<file path="config.mk">
export PLATFORM = sky130hd
export DESIGN_NAME = aes_cbc_host
export DESIGN_NICKNAME = d
export VERILOG_FILES = /design/src/rtl/aes_cbc_host.sv
export SDC_FILE = /design/constraint.sdc
export NUM_CORES = 1
export LEC_CHECK = 0
export ABC_AREA = 1
export ABC_CLOCK_PERIOD_IN_PS = 3900
export BUFFER_PORTS_ARGS = -buffer_cell sky130_fd_sc_hd__buf_2
export CORE_AREA = 2 2 517 519
export DETAILED_ROUTE_END_ITERATION = 7
export DIE_AREA = 0 0 519 521
export PLACE_DENSITY_LB_ADDON = 0.1
export SLEW_MARGIN = 0
export SYNTH_ARGS = -nofsm -noshare
export SYNTH_HDL_FRONTEND = slang
export SYNTH_SLANG_ARGS = --single-unit
export TNS_END_PERCENT = 50
</file>
<file path="constraint.sdc">
create_clock -name clk -period 3.9 [get_ports clk]
set_clock_uncertainty 0.05 [all_clocks]
set_input_delay 0.78 -clock clk [delete_from_list [all_inputs] [get_ports clk]]
set_output_delay 0.78 -clock clk [all_outputs]
set_load 0.01 [all_outputs]
</file>
<file path="src/rtl/aes_cbc_host.sv">
// ---------------------------------------------------------------------------
// aes_cbc_host
//   Host-side sequencer for a block cipher engine. It takes one input block at
//   a time, hands it to the engine with the message configuration, waits for
//   the engine result and returns that result on an output stream. Each engine
//   wait is guarded by a watchdog. After a timeout the rest of the message is
//   drained and discarded.
//
// Handshake rule (s_* and m_*): a beat transfers on a rising clk edge where
//   valid and ready are both high. A producer holds valid and its payload
//   stable until that transfer happens.
//
// Ports
//   clk, rst_n                 clock; asynchronous active-low reset
//   s_valid/s_ready            input block handshake
//   s_data/s_last              input block, last-of-message marker
//   cfg_key/iv/mode/enc        per-message configuration (sampled on block 1)
//   eng_run/eng_fin            engine start pulse / end-of-message pulse
//   eng_msg_in/key/iv/mode/enc registered engine operands
//   eng_ready/eng_result       engine completion strobe and result
//   m_valid/m_ready            output block handshake
//   m_data/m_last              result block, last-of-message marker
//   busy/err_timeout/blk_cnt   not-idle / sticky watchdog flag / block count
//   dbg_state                  current FSM state, for observation
// ---------------------------------------------------------------------------
module aes_cbc_host #(
  parameter int TIMEOUT_CYC = 1024,
  parameter int CNT_W       = 16
) (
  input  logic             clk,
  input  logic             rst_n,
  input  logic             s_valid,
  output logic             s_ready,
  input  logic [127:0]     s_data,
  input  logic             s_last,
  input  logic [255:0]     cfg_key,
  input  logic [127:0]     cfg_iv,
  input  logic [1:0]       cfg_mode,
  input  logic             cfg_enc,
  output logic             eng_run,
  output logic             eng_fin,
  output logic [127:0]     eng_msg_in,
  output logic [255:0]     eng_key,
  output logic [127:0]     eng_iv,
  output logic [1:0]       eng_mode,
  output logic             eng_enc,
  input  logic             eng_ready,
  input  logic [127:0]     eng_result,
  output logic             m_valid,
  input  logic             m_ready,
  output logic [127:0]     m_data,
  output logic             m_last,
  output logic             busy,
  output logic             err_timeout,
  output logic [CNT_W-1:0] blk_cnt,
  output logic [2:0]       dbg_state
);

  typedef enum logic [2:0] {
    S_IDLE  = 3'd0,
    S_RUN   = 3'd1,
    S_WAIT  = 3'd2,
    S_CAPT  = 3'd3,
    S_OUT   = 3'd4,
    S_FIN   = 3'd5,
    S_DRAIN = 3'd6
  } state_t;

  // Watchdog wide enough to hold TIMEOUT_CYC-1 for any TIMEOUT_CYC >= 1.
  localparam int            WD_W   = $clog2(TIMEOUT_CYC + 1);
  localparam logic [WD_W-1:0] WD_MAX = WD_W'(TIMEOUT_CYC - 1);

  state_t          r_state;
  logic            r_first;   // next accepted block starts a new message
  logic            r_last;    // block in flight is the last of its message
  logic [WD_W-1:0] r_wd;

  // Decoded straight from the state register, so these change only on clk.
  assign s_ready   = (r_state == S_IDLE) || (r_state == S_DRAIN);
  assign busy      = (r_state != S_IDLE);
  assign dbg_state = r_state;

  always_ff @(posedge clk or negedge rst_n) begin
    if (!rst_n) begin
      r_state     <= S_IDLE;
      r_first     <= 1'b1;
      r_last      <= 1'b0;
      r_wd        <= '0;
      eng_run     <= 1'b0;
      eng_fin     <= 1'b0;
      eng_msg_in  <= '0;
      eng_key     <= '0;
      eng_iv      <= '0;
      eng_mode    <= '0;
      eng_enc     <= 1'b0;
      m_valid     <= 1'b0;
      m_data      <= '0;
      m_last      <= 1'b0;
      err_timeout <= 1'b0;
      blk_cnt     <= '0;
    end else begin
      // Both engine strobes are single-cycle pulses; they are raised on the
      // transition into the cycle where they must be visible.
      eng_run <= 1'b0;
      eng_fin <= 1'b0;
      case (r_state)
        S_IDLE: begin
          if (s_valid) begin
            eng_msg_in <= s_data;
            r_last     <= s_last;
            if (r_first) begin
              eng_key     <= cfg_key;
              eng_iv      <= cfg_iv;
              eng_mode    <= cfg_mode;
              eng_enc     <= cfg_enc;
              err_timeout <= 1'b0;
              blk_cnt     <= '0;
            end
            r_first <= 1'b0;
            eng_run <= 1'b1;
            r_state <= S_RUN;
          end
        end
        S_RUN: begin
          r_wd    <= '0;
          r_state <= S_WAIT;
        end
        S_WAIT: begin
          // A ready seen in the expiry cycle still counts as success.
          if (eng_ready) begin
            r_state <= S_CAPT;
          end else if (r_wd == WD_MAX) begin
            err_timeout <= 1'b1;
            eng_fin     <= 1'b1;
            r_first     <= 1'b1;
            r_state     <= r_last ? S_IDLE : S_DRAIN;
          end else begin
            r_wd <= r_wd + WD_W'(1);
          end
        end
        S_CAPT: begin
          m_data  <= eng_result;
          m_last  <= r_last;
          m_valid <= 1'b1;
          blk_cnt <= blk_cnt + CNT_W'(1);
          r_state <= S_OUT;
        end
        S_OUT: begin
          if (m_ready) begin
            m_valid <= 1'b0;
            if (m_last) begin
              eng_fin <= 1'b1;
              r_state <= S_FIN;
            end else begin
              r_state <= S_IDLE;
            end
          end
        end
        S_FIN: begin
          r_first <= 1'b1;
          r_state <= S_IDLE;
        end
        S_DRAIN: begin
          // Remaining blocks of a timed-out message are swallowed unseen.
          if (s_valid && s_last) begin
            r_first <= 1'b1;
            r_state <= S_IDLE;
          end
        end
        default: r_state <= S_IDLE;
      endcase
    end
  end

endmodule

</file>
== Word level (Yosys, flattened, before mapping) ==
Cells that the tools add are included.
Word-level totals
  flip-flop bits (word level): 680
  output and inout bits: 669
  word-level logic and storage cells: 81
Operators by class
  reductions and logical operators: 17
  $add $sub $neg: 2
  equality and inequality tests: 15
  multiplexer cells: 31
Operators with widths (count)
  $mux W16: 2
  $pmux W16 S2: 1
  $mux W11: 2
  $pmux W11 S2: 1
  $mux W3: 7
  $pmux W3 S6: 1
  $add A16 B1 Y16 const B: 1
  $mux W1: 13
  $ne A2 B2 Y1 const B: 6
  $add A11 B1 Y11 const B: 1
  $eq A11 B10 Y1 const B: 1
  $reduce_and A5 Y1: 2
  $eq A3 B3 Y1 const B: 3
  $reduce_and A3 Y1: 3
  $reduce_bool A2 Y1: 4
  $eq A3 B2 Y1 const B: 2
  $pmux W1 S2: 3
  $pmux W1 S4: 1
  $reduce_and A2 Y1: 2
  $reduce_and A4 Y1: 1
  $reduce_bool A4 Y1: 1
  $eq A3 B1 Y1 const B: 1
  $logic_not A3 Y1: 1
  $ne A3 B3 Y1 const B: 1
  other kinds (4): 4

== Depth between registers and ports, before layout ==
  depth after elaboration: 4
  depth in mapped cells: 10

== Worst setup path before layout ==
Ideal clock, no wire load.
  path type: input-to-reg
  from: input s_valid
  to: register eng_msg_in[65]
  setup slack: 2.086 ns
  data arrival time: 1.639 ns
  setup time: 0.125 ns
  stages: 5
  cells stage by stage: inv_1 -> nor2_4 -> buf_4 -> buf_4 -> mux2_2
On the way
  longest elaborated chain between the ends: 1
Ends and longest elaborated chain
  start, declared: line 32  | input logic s_valid,
  $reduce_and A2 Y1 (no source line)
  end signal, assigned: line 109  | eng_msg_in <= s_data;
  end, declared: line 42  | output logic [127:0] eng_msg_in,
Every way passes these cells.
A chain may end at the register's enable or synchronous reset.

== Final worst setup path ==
  from: register r_state[1] (netlist: dbg_state[1])
  to: output s_ready
On the way
  longest elaborated chain between the ends: 2
  elaborated cells on any way between the ends: 3
  those cells by class: eq/ne: 1; reduce/logical: 2
Ends and longest elaborated chain
  start, declared: line 73  | state_t r_state;
  start signal, assigned: line 136  | r_state <= r_last ? S_IDLE : S_DRAIN;
  $eq A3 B3 Y1 or $logic_not A3 Y1 (tied branches): line 79  | assign s_ready = (r_state == S_IDLE) || (r_state == S_DRAIN);
  $logic_or A1 B1 Y1 (*): line 79
  end, declared: line 33  | output logic s_ready,
Every way passes the cells marked *; elsewhere a longest branch is shown, timed or not.

==> metrics.md <==
| Metric | Value |
|---|---|
| Outcome | `finished, final reports clean` |
| Mapped Area | `~0.027 mm^2` |
| Fmax | `around 380 MHz` |
| Initial DRC Count | `between 1000 and 1500` |
| Share of cells above drive strength 1 | `about two fifths` |
| Post-Syn Nets | `3429` |
| Final ANT Viol Nets | `0` |
| Synth-to-layout area growth | `53.22%` |
| Data required time at the worst endpoint | `approximately 3100 ps` |
| Pin count of the biggest net entering global routing | `119` |
| CTS sink count | `680` |
| Final WS setup | `approximately 1300 ps` |
| Hold_buf cts | `1` |
| Setup TNS | `0 ps` |
| Placeable Area | `around 0.26 mm^2` |
| I/O pin cnt | `approximately 1300` |
| Leakage Power | `between 0.02 and 0.025 uW` |
| Die Y | `521 um` |
| Initial antenna violation count | `roughly 110` |
| Critical path endpoint category | `output pin` |
| CTS max path bufs | `3` |
| Port bufs | `about 1300` |
| #FFs+latches synth | `680` |
| First-pass GRT wire length | `about 220 mm` |
| Cells after Synth | `approximately 2800` |
| P_int | `between 20000 and 25000 uW` |
| Pwr/cell area | `828.3 mW/mm^2` |
| CTS clock-pin slew for the worst setup and hold paths | `about 60 ps` |
| Highest-count cells in the layout ignoring fill and taps | `1316 x buf_2, 1248 x nand2_1, 679 x dfrtp_1` |
| Slew Limit Headroom | `~34%` |
| Number of distinct library cells after synthesis | `26` |
| Cell count after placement | `~7500` |
| Post-Layout Cell Count | `between 7000 and 8000` |
| Clock power share | `26.7%` |
| Die area | `0.2704 mm^2` |
| Final hold viol count | `0` |
| CP max FO | `8` |
| Sequential fraction of the synthesis area | `between 60% and 70%` |
| Via density per instance | `3.239` |
| Sequential Power Share | `35.7%` |
| CP Class | `reg2out` |
| CTS tree | `built` |
| RSZ-0062 raised after global routing | `false` |
| Clk root buf | `clkbuf_16` |
| Die width | `519 um` |
| CP arrival | `1780 ps` |
| Sw frac | `about two fifths` |
| Post-Route WL | `approximately 160 mm` |
| HP Class | `in2reg` |
| Slew Viols, Final | `0` |
| Via count | `roughly 25000` |
| Fin crit period | `approximately 2600 ps` |
| Drt first pass iters | `5` |
| Slew at the pin with the worst max-slew slack | `985.0 ps` |
| Maximum VDD drop | `between 0.3 and 0.4 mV` |
| Fillers | `just over 30000` |
| Vias in the first global route | `25820` |
| Routability cong. | `~0.84` |
| Initial core utilization | `just over 10%` |
| Routed wire per std cell | `roughly 20 um` |
| Number of H-tree levels | `3` |
| Maxcap violations | `0` |
| Final worst path period share | `around two thirds` |
| Ys Warns | `0` |
| Post-CTS Setup Inserts | `0` |
| Comb pwr share | `37.6%` |
| Switching power | `approximately 14000 uW` |
| Grt ovf | `0` |
| Setup Slack @ Placement | `around 930 ps` |
| CP Launch Type | `flip-flop` |
| Setup violators final | `0` |
| Commonest non-fill, non-tap cell in the layout | `buf_2` |
| Total chip power | `approximately 34000 uW` |
| DP Wirelength | `~120 mm` |
| Nets | `4737` |
| Num CTS Buffers | `a little under 100` |
| Rows | `189` |
| GRT Util Overall | `between 10% and 20%` |
| Clk_lat worst skew | `about 710 ps` |
| Mean Syn Cell Area | `9.625 um^2` |
| Post-CTS sizing | `0` |
| DRC errors left | `0` |
-- worst max-delay path, cell delays in order, from the launching register on --
cell,delay [ps]
dfrtp_1,500
nor2_4,170
nand2_2,140
nand2_1,110
buf_2,170
-- power by group through the flow --
stage | sequential, uW | clock, uW | combinational [uW]
5_1_grt | 12600 | 9780 | 14200
2_1_floorplan | 13600 | 0 | 4510
3_3_place_gp | 12200 | 0 | 13300
3_5_place_dp | 12200 | 0 | 13200
4_1_cts | 12200 | 9540 | 13200
6_report | 12100 | 9060 | 12800
-- final timing paths --
| kind | from | endpoint | slack (ps) | cells after the start |
|---|---|---|---|---|
| max | dbg_state[1]$_DFFE_PN0P_ | s_ready | 1290 | 4 |
| min | eng_result[79] | m_data[79]$_DFFE_PN0P_ | 190 | 3 |
| max reg2reg | dbg_state[2]$_DFFE_PN0P_ | m_data[64]$_DFFE_PN0P_ | 1290 | 6 |
| min reg2reg | eng_key[200]$_DFFE_PN0P_ | eng_key[200]$_DFFE_PN0P_ | 410 | 2 |
| max in group asynchronous | rst_n | eng_msg_in[22]$_DFFE_PN0P_ | 2040 | 3 |
| min in group asynchronous | rst_n | m_data[86]$_DFFE_PN0P_ | 630 | 2 |
-- cell type report --
| cell class | instances | area [um^2] | share of cell area, % |
|---|---|---|---|
| Sequential cell | 680 | 17020 | 41.55 |
| Tap cell | 3533 | 4420 | 10.79 |
| Multi-Input combinational cell | 1892 | 8761 | 21.38 |
| Inverter | 30 | 115.1 | 0.2810 |
| Clock buffer | 159 | 2903 | 7.085 |
| Clock inverter | 16 | 277.8 | 0.6780 |
| Timing Repair Buffer | 1384 | 7420 | 18.11 |
| Antenna cell | 20 | 50.05 | 0.1222 |
-- flip-flops by register name, summed over array words and instances (netlist names), 2 cells and up --
| register | count |
|---|---|
| blk_cnt | 16 |
| dbg_state | 3 |
| eng_iv | 128 |
| eng_key | 256 |
| eng_mode | 2 |
| eng_msg_in | 128 |
| m_data | 128 |
| r_wd | 11 |
-- metrics by stage --
step	util, %	cell area (um^2)	hold WS (ps)
2_1_floorplan	-	26740	434.4
3_3_place_gp	14.27	37730	400.2
3_5_place_dp	14.27	37730	403.2
4_1_cts	15.48	40920	80.75
5_1_grt	15.48	40930	132.8
6_report	15.50	40970	189.8
-- cells by family (layout without fill, tap and decap cells) --
kind of cell | Yosys count | count (layout) | synth area share (%)
and+or+nand+nor | 1726 | 1726 | 26.41
DFF | 680 | 680 | 63.65
buffers and inverters | 206 | 1589 | 3.664
muxes | 128 | 128 | 5.391
AOI/OAI and AO/OA | 30 | 30 | 0.6037
xor gates and xnor gates | 6 | 6 | 0.1965
adders and majority gates | 2 | 2 | 0.09357
other | 0 | 20 | 0
-- synthesized netlist by cell type (all sizes together) --
cell	count	area, um^2
nor2	36	150.1
o21bai	3	22.52
nand3	430	2152
o21ai	18	90.09
nand2	1250	4695
buf	121	660.6
mux2	128	1441
ha	2	25.02
nor3b	1	7.510
xnor2	1	8.760
a21oi	7	35.03
nand4	9	56.30
o31ai	1	7.510
dfstp	1	26.28
inv	30	112.6
a31oi	1	6.260
dfrtp	679	16990
clkbuf	55	206.5
xor2	5	43.79
-- metal layers --
| metal | vias to the layer above | GRT usage, % | share of wire (%) |
|---|---|---|---|
| met4 | 76 | 3.043 | 2.8 |
| met3 | 310 | 5.580 | 11 |
| met2 | 1073 | 19.54 | 49 |
| li1 | 11570 | - | - |
| met5 | - | 0 | 0.29 |
| met1 | 11960 | 11.87 | 37 |
(Power assumes the default switching activity.)
